### src/rtl/regfile_wb_arbiter_if.sv
// Writeback request bundle for the register-file write-port arbiter.
// Requester A is execute writeback, requester B is load/multi-cycle writeback.
interface regfile_wb_arbiter_if;
    logic        a_valid;
    logic        a_ready;
    logic [4:0]  a_addr;
    logic [31:0] a_data;
    logic        b_valid;
    logic        b_ready;
    logic [4:0]  b_addr;
    logic [31:0] b_data;

    modport master (
        output a_valid, a_addr, a_data,
        output b_valid, b_addr, b_data,
        input  a_ready, b_ready
    );

    modport slave (
        input  a_valid, a_addr, a_data,
        input  b_valid, b_addr, b_data,
        output a_ready, b_ready
    );
endinterface

### src/rtl/regfile_wb_arbiter.sv
// Two-requester writeback arbiter with per-requester FIFOs and hazard query.
// Define WB_ARB_RR_EN for round-robin grants; default is fixed A-over-B.
module regfile_wb_arbiter #(
    parameter int FIFO_DEPTH = 2,
    parameter int CNT_W      = 3
) (
    input  logic                clk,
    input  logic                rst,
    regfile_wb_arbiter_if.slave req,
    output logic [4:0]          Wt_addr,
    output logic [31:0]         Wt_data,
    output logic                L_S,
    input  logic [4:0]          R_addr_A,
    input  logic [4:0]          R_addr_B,
    output logic                hazard_A,
    output logic                hazard_B,
    output logic [CNT_W-1:0]    pending_cnt,
    output logic                idle
);

    localparam int PW = $clog2(FIFO_DEPTH);
    localparam int QW = PW + 1;

    // Index 0 is requester A, index 1 is requester B.
    logic [4:0]    q_addr [2][FIFO_DEPTH];
    logic [31:0]   q_data [2][FIFO_DEPTH];
    logic [PW-1:0] wp [2];
    logic [PW-1:0] rp [2];
    logic [QW-1:0] cnt [2];
    logic [4:0]    in_addr [2];
    logic [31:0]   in_data [2];
    logic [1:0]    in_valid;
    logic [1:0]    ready;
    logic [1:0]    push;
    logic [1:0]    pop;
    logic [1:0]    nonempty;

    assign in_valid    = {req.b_valid, req.a_valid};
    assign in_addr[0]  = req.a_addr;
    assign in_addr[1]  = req.b_addr;
    assign in_data[0]  = req.a_data;
    assign in_data[1]  = req.b_data;
    assign req.a_ready = ready[0];
    assign req.b_ready = ready[1];

    // x0 writes complete the handshake but are never stored.
    always_comb begin
        nonempty = '0;
        ready    = '0;
        push     = '0;
        for (int i = 0; i < 2; i++) begin
            nonempty[i] = (cnt[i] != '0);
            ready[i]    = !rst && (cnt[i] != QW'(FIFO_DEPTH));
            push[i]     = in_valid[i] && ready[i] && (in_addr[i] != 5'd0);
        end
    end

`ifdef WB_ARB_RR_EN
    logic last_grant;

    // last_grant: 0 = A, 1 = B. Contention goes to the other side.
    always_comb begin
        pop = nonempty;
        if (nonempty == 2'b11) begin
            pop = last_grant ? 2'b01 : 2'b10;
        end
    end

    always_ff @(posedge clk) begin
        if (rst) begin
            last_grant <= 1'b1;
        end else if (|pop) begin
            last_grant <= pop[1];
        end
    end
`else
    always_comb begin
        pop = nonempty[0] ? 2'b01 : {nonempty[1], 1'b0};
    end
`endif

    always_ff @(posedge clk) begin
        if (rst) begin
            for (int i = 0; i < 2; i++) begin
                wp[i]  <= '0;
                rp[i]  <= '0;
                cnt[i] <= '0;
            end
        end else begin
            for (int i = 0; i < 2; i++) begin
                if (push[i]) begin
                    q_addr[i][wp[i]] <= in_addr[i];
                    q_data[i][wp[i]] <= in_data[i];
                    wp[i]            <= wp[i] + PW'(1);
                end
                if (pop[i]) begin
                    rp[i] <= rp[i] + PW'(1);
                end
                cnt[i] <= cnt[i] + QW'(push[i]) - QW'(pop[i]);
            end
        end
    end

    always_ff @(posedge clk) begin
        if (rst) begin
            L_S     <= 1'b0;
            Wt_addr <= '0;
            Wt_data <= '0;
        end else begin
            L_S <= |pop;
            if (pop[0]) begin
                Wt_addr <= q_addr[0][rp[0]];
                Wt_data <= q_data[0][rp[0]];
            end else if (pop[1]) begin
                Wt_addr <= q_addr[1][rp[1]];
                Wt_data <= q_data[1][rp[1]];
            end
        end
    end

    // The output stage is bypassed to readers, so only queued slots count.
    always_comb begin
        hazard_A = 1'b0;
        hazard_B = 1'b0;
        for (int i = 0; i < 2; i++) begin
            for (int k = 0; k < FIFO_DEPTH; k++) begin
                if (QW'(k) < cnt[i]) begin
                    if (q_addr[i][rp[i] + PW'(k)] == R_addr_A) hazard_A = 1'b1;
                    if (q_addr[i][rp[i] + PW'(k)] == R_addr_B) hazard_B = 1'b1;
                end
            end
        end
        if (R_addr_A == 5'd0) hazard_A = 1'b0;
        if (R_addr_B == 5'd0) hazard_B = 1'b0;
    end

    assign pending_cnt = CNT_W'(cnt[0]) + CNT_W'(cnt[1]) + CNT_W'(L_S);
    assign idle        = (pending_cnt == '0);

endmodule

### src/flat_wrapper.sv
// flat-port wrapper written by rule: the top's interface ports become plain ports
module regfile_wb_arbiter_flat 
#(
    parameter int FIFO_DEPTH = 2,
    parameter int CNT_W      = 3
)
  (clk, rst, Wt_addr, Wt_data, L_S, R_addr_A, R_addr_B, hazard_A, hazard_B, pending_cnt, idle, req_a_valid, req_a_addr, req_a_data, req_b_valid, req_b_addr, req_b_data, req_a_ready, req_b_ready);
  regfile_wb_arbiter_if req_i ();
  input  logic clk;
  input  logic rst;
  output logic [4:0] Wt_addr;
  output logic [31:0] Wt_data;
  output logic L_S;
  input  logic [4:0] R_addr_A;
  input  logic [4:0] R_addr_B;
  output logic hazard_A;
  output logic hazard_B;
  output logic [CNT_W-1:0] pending_cnt;
  output logic idle;
  input wire logic [$bits(req_i.a_valid)-1:0] req_a_valid;
  input wire logic [$bits(req_i.a_addr)-1:0] req_a_addr;
  input wire logic [$bits(req_i.a_data)-1:0] req_a_data;
  input wire logic [$bits(req_i.b_valid)-1:0] req_b_valid;
  input wire logic [$bits(req_i.b_addr)-1:0] req_b_addr;
  input wire logic [$bits(req_i.b_data)-1:0] req_b_data;
  output wire logic [$bits(req_i.a_ready)-1:0] req_a_ready;
  output wire logic [$bits(req_i.b_ready)-1:0] req_b_ready;
  assign req_i.a_valid = req_a_valid;
  assign req_i.a_addr = req_a_addr;
  assign req_i.a_data = req_a_data;
  assign req_i.b_valid = req_b_valid;
  assign req_i.b_addr = req_b_addr;
  assign req_i.b_data = req_b_data;
  assign req_a_ready = req_i.a_ready;
  assign req_b_ready = req_i.b_ready;
  regfile_wb_arbiter #(.FIFO_DEPTH(FIFO_DEPTH), .CNT_W(CNT_W)) u_core (.clk(clk), .rst(rst), .req(req_i), .Wt_addr(Wt_addr), .Wt_data(Wt_data), .L_S(L_S), .R_addr_A(R_addr_A), .R_addr_B(R_addr_B), .hazard_A(hazard_A), .hazard_B(hazard_B), .pending_cnt(pending_cnt), .idle(idle));
endmodule
### config.mk
export PLATFORM = sky130hd
export DESIGN_NAME = regfile_wb_arbiter_flat
export DESIGN_NICKNAME = d
export VERILOG_FILES = /design/src/rtl/regfile_wb_arbiter_if.sv /design/src/rtl/regfile_wb_arbiter.sv /design/src/flat_wrapper.sv
export SDC_FILE = /design/constraint.sdc
export NUM_CORES = 1
export LEC_CHECK = 0
export CAP_MARGIN = 20
export CORE_ASPECT_RATIO = 1.2
export CORE_MARGIN = 2
export CORE_UTILIZATION = 50
export DETAILED_ROUTE_END_ITERATION = 8
export PLACE_DENSITY = 0.76
export SKIP_CTS_REPAIR_TIMING = 1
export SLEW_MARGIN = 25
export SYNTH_ARGS = -nofsm -noshare
export SYNTH_HDL_FRONTEND = slang
export SYNTH_SLANG_ARGS = --single-unit
### constraint.sdc
create_clock -name clk -period 5.6 [get_ports clk]
set_clock_uncertainty 0.15 [all_clocks]
set_input_delay 1.12 -clock clk [delete_from_list [all_inputs] [get_ports clk]]
set_output_delay 1.12 -clock clk [all_outputs]
set_load 0.05 [all_outputs]
==> summary.md <==
| Metric | Value |
|---|---|
| Total GRT Usage | 20.71% |
| Grt total ovfl | 0 |
| Unrepaired setup endpoints after global routing | no |
| Mean post-synth cell area | roughly 15 sq um |
| Peak supply drop | 0.2336 mV |
| WL/cell | 19.56 microns |
| Status | finished, final reports clean |
| Global-route wire length before repair | 26840 microns |
| Post-Place Cells | ~850 |
| Largest cells by area after synthesis | edfxtp_1, dfxtp_1, mux2i_1 |
| PortBufs | 133 |
| Fin nets | 750 |
| Initial antenna violation count | 0 |
| Drt via density | 5.512 |
| Initial DRC Count | between 300 and 400 |
| Fin. max-slew vios | 0 |
| Num ports | 134 |
| Compound-cell area share of the yosys netlist | 8.304% |
| Register area share after synthesis | approximately two thirds |
| Clock Tree Buf Depth | 2 |
| Vias | 4845 |
| Commonest non-fill, non-tap cell in the layout | edfxtp_1 |
| Clk_lat worst skew | 0.41 ns |
| Simple-Gate Fraction of Synth Area | 4.121% |
| Vias in the first global route | 5072 |
| PD cells | 434.3 mW/mm^2 |
| Worst-margin pin slew | just under 1 ns |
| Setup_tns | 0 ns |
| Critical path startpoint category | register |
| Synth Area in Adders | 0.8179% |
| Lkg Pwr | 3.467 nW |
| Synth Area in XOR/XNOR | 4.624% |
| Mapped Cells | 535 |
| Tmin final | between 4 and 5 ns |
| Routed Antenna Nets | 0 |
| Worst EP arrival | between 3 and 4 ns |
| Pin count of the biggest net entering global routing | 77 |
| Clk pin slew, worst setup/hold paths | 0.07 ns |
| H-tree Lvls | 4 |
| CTS tree | built |
| Largest family of logic cells by synthesized area | multiplexers |
| Worst stage delay on the critical path | 0.87 ns |
| Synthesis-to-finish area growth | 27.19% |
| Critical path's top delay family | flip-flops |
| Hold Crit Class | register to register |
| Critical path's slowest cell | edfxtp_1 |
| Clk Tree Root Cell | clkbuf_16 |
| Mux share of post-synthesis cell area | 11.09% |
| Setup slack at placement | roughly 1.0 ns |
| Fin crit share | 82.83% |
| Crit path buf inv count | 1 |
| CTS Sinks | about 190 |
| Core Rows | 50 |
| Synth warn | 0 |
| FMAX | 215.6 MHz |
| DRT Wirelength | 17200 microns |
| CP required | 4.33 ns |
| Die height | 142.2 microns |
| DRC violations left | 0 |
| Syn Nets | 627 |
| Worst-path maximum fanout | 13 |
| Final Hold Vio Count | 0 |
| Setup crit end kind | output pin |
| Initial core utilization | 51.07% |
| Floorplan core area | 0.01558 sq mm |
| Die footprint | 0.01694 sq mm |
| Share of cells above drive strength 1 | 9.240% |
| CTS buffer count | 17 |
| Initial DRT Pass Iterations | 6 |
| Final number of setup-violating endpoints | 0 |
| Crit-path cells | mux2i_2 -> xor2_1 -> nand4_1 -> o32ai_1 -> o22a_1 -> clkdlybuf4s50_1 |
| Post-synth top area share | 57.38% |
| Crit Path Category | register to output pin |
| GPL Wtd Cong | 0.9034 |
| Max-Cap Viols | 0 |
| Relative slew slack | 35.01% |
| Cell taking the most area after synthesis | edfxtp_1 |
| Die Wd | 119.1 microns |
| Post-DP HPWL | 11810 microns |
| Commonest non-fill, non-tap cells in the layout | edfxtp_1, clkdlybuf4s50_1, a211oi_1, mux2i_1, nor2_1 |
| Netlist Area Pre-Place | 0.007955 sq mm |
| Distinct cells, synth | 34 |
| FF+latch count, synth | a little under 200 |
| Post-route insts no fill | 879 |
| Setup ws final | 0.9616 ns |
| Ant. Diodes | 0 |
## cells in the mapped netlist
cell type	instances
o211ai_2	1
a21o_1	1
or3_1	1
ha_1	2
o32ai_1	4
and2_1	1
nor2b_1	1
mux2i_2	11
buf_1	5
a21oi_1	5
inv_2	1
clkbuf_1	18
nor2_1	47
xnor2_1	5
buf_2	9
a211oi_1	74
or4_1	4
buf_8	1
nand4_1	8
inv_1	8
nand2_1	6
edfxtp_1	152
buf_4	3
clkbuf_2	2
nand2b_1	2
buf_6	3
nor3_1	1
or2_1	2
mux2i_1	73
xor2_1	37
o22a_1	2
fa_1	2
o211ai_1	1
dfxtp_1	42
## per-layer routing
metal  global-route usage (%)  vias to the layer above  routed length, microns
met5                        0                        -                       0
met4                    6.328                        0                     318
met3                    4.968                       22                     871
met2                    37.08                      155                    9058
met1                    24.76                     2377                    6947
li1                         -                     2291                       -
## cells by family (layout without fill, tap and decap cells)
kind of cell	Yosys count	count (layout)
compound gates	88	88
xor+xnor	42	42
fa+ha+maj	4	4
buf+inv	50	186
flops	194	194
mux	84	84
simple gates	73	73
## flip-flops by register name (all words and copies together) (netlist names)
register        count
u_core.Wt_data     32
u_core.Wt_addr      5
u_core.L_S          1
u_core.q_data     128
u_core.cnt          4
u_core.wp           2
u_core.q_addr      20
u_core.rp           2
## worst reg2reg max path, cell delays in order, from the launching register on
cell	delay [ns]
dfxtp_1	0.39
inv_1	0.11
a21oi_1	0.24
o211ai_1	0.39
nor2_4	0.67
buf_16	0.25
## final cells by class
type	count	area [sq um]
Multi-Input combinational cell	291	2335
Timing Repair Buffer	145	1484
Sequential cell	194	5405
Fill cell	1142	5459
Clock inverter	14	171.4
Clock buffer	18	429.2
Tap cell	208	260.3
Inverter	9	33.78
## per-stage QoR
step / hold WS [ns] / instance area [sq um] / util [%] / power (mW)
6_report: 0.3407 / 10120 / 64.96 / 4.394
5_1_grt: 0.3668 / 10120 / 64.96 / 4.589
4_1_cts: 0.3359 / 10120 / 64.96 / 4.424
3_5_place_dp: 0.3241 / 9518 / 61.10 / 3.207
3_3_place_gp: 0.3110 / 9420 / 60.47 / 3.173
2_1_floorplan: 0.2897 / 7955 / - / 2.783
## final timing paths
kind                                               startpoint                             end  slack [ns]  cells past startpoint
worst max-delay path            u_core.rp[0][0]$_SDFFCE_PN0P_                        hazard_A        0.96                      6
worst min-delay path              u_core.cnt[0][0]$_SDFF_PP0_     u_core.cnt[0][1]$_SDFF_PP0_        0.34                      2
worst min register to register    u_core.cnt[0][0]$_SDFF_PP0_     u_core.cnt[0][1]$_SDFF_PP0_        0.34                      2
worst max register to register    u_core.cnt[0][0]$_SDFF_PP0_  u_core.q_data[0][21]$_DFFE_PP_        3.10                      5
## report_power, final
part	total, mW	internal (mW)	switching [mW]
registers	1.81	1.71	0.103
clock network	1.22	0.675	0.546
logic	1.36	0.515	0.845
No activity file was read; power rests on OpenSTA's default activity.
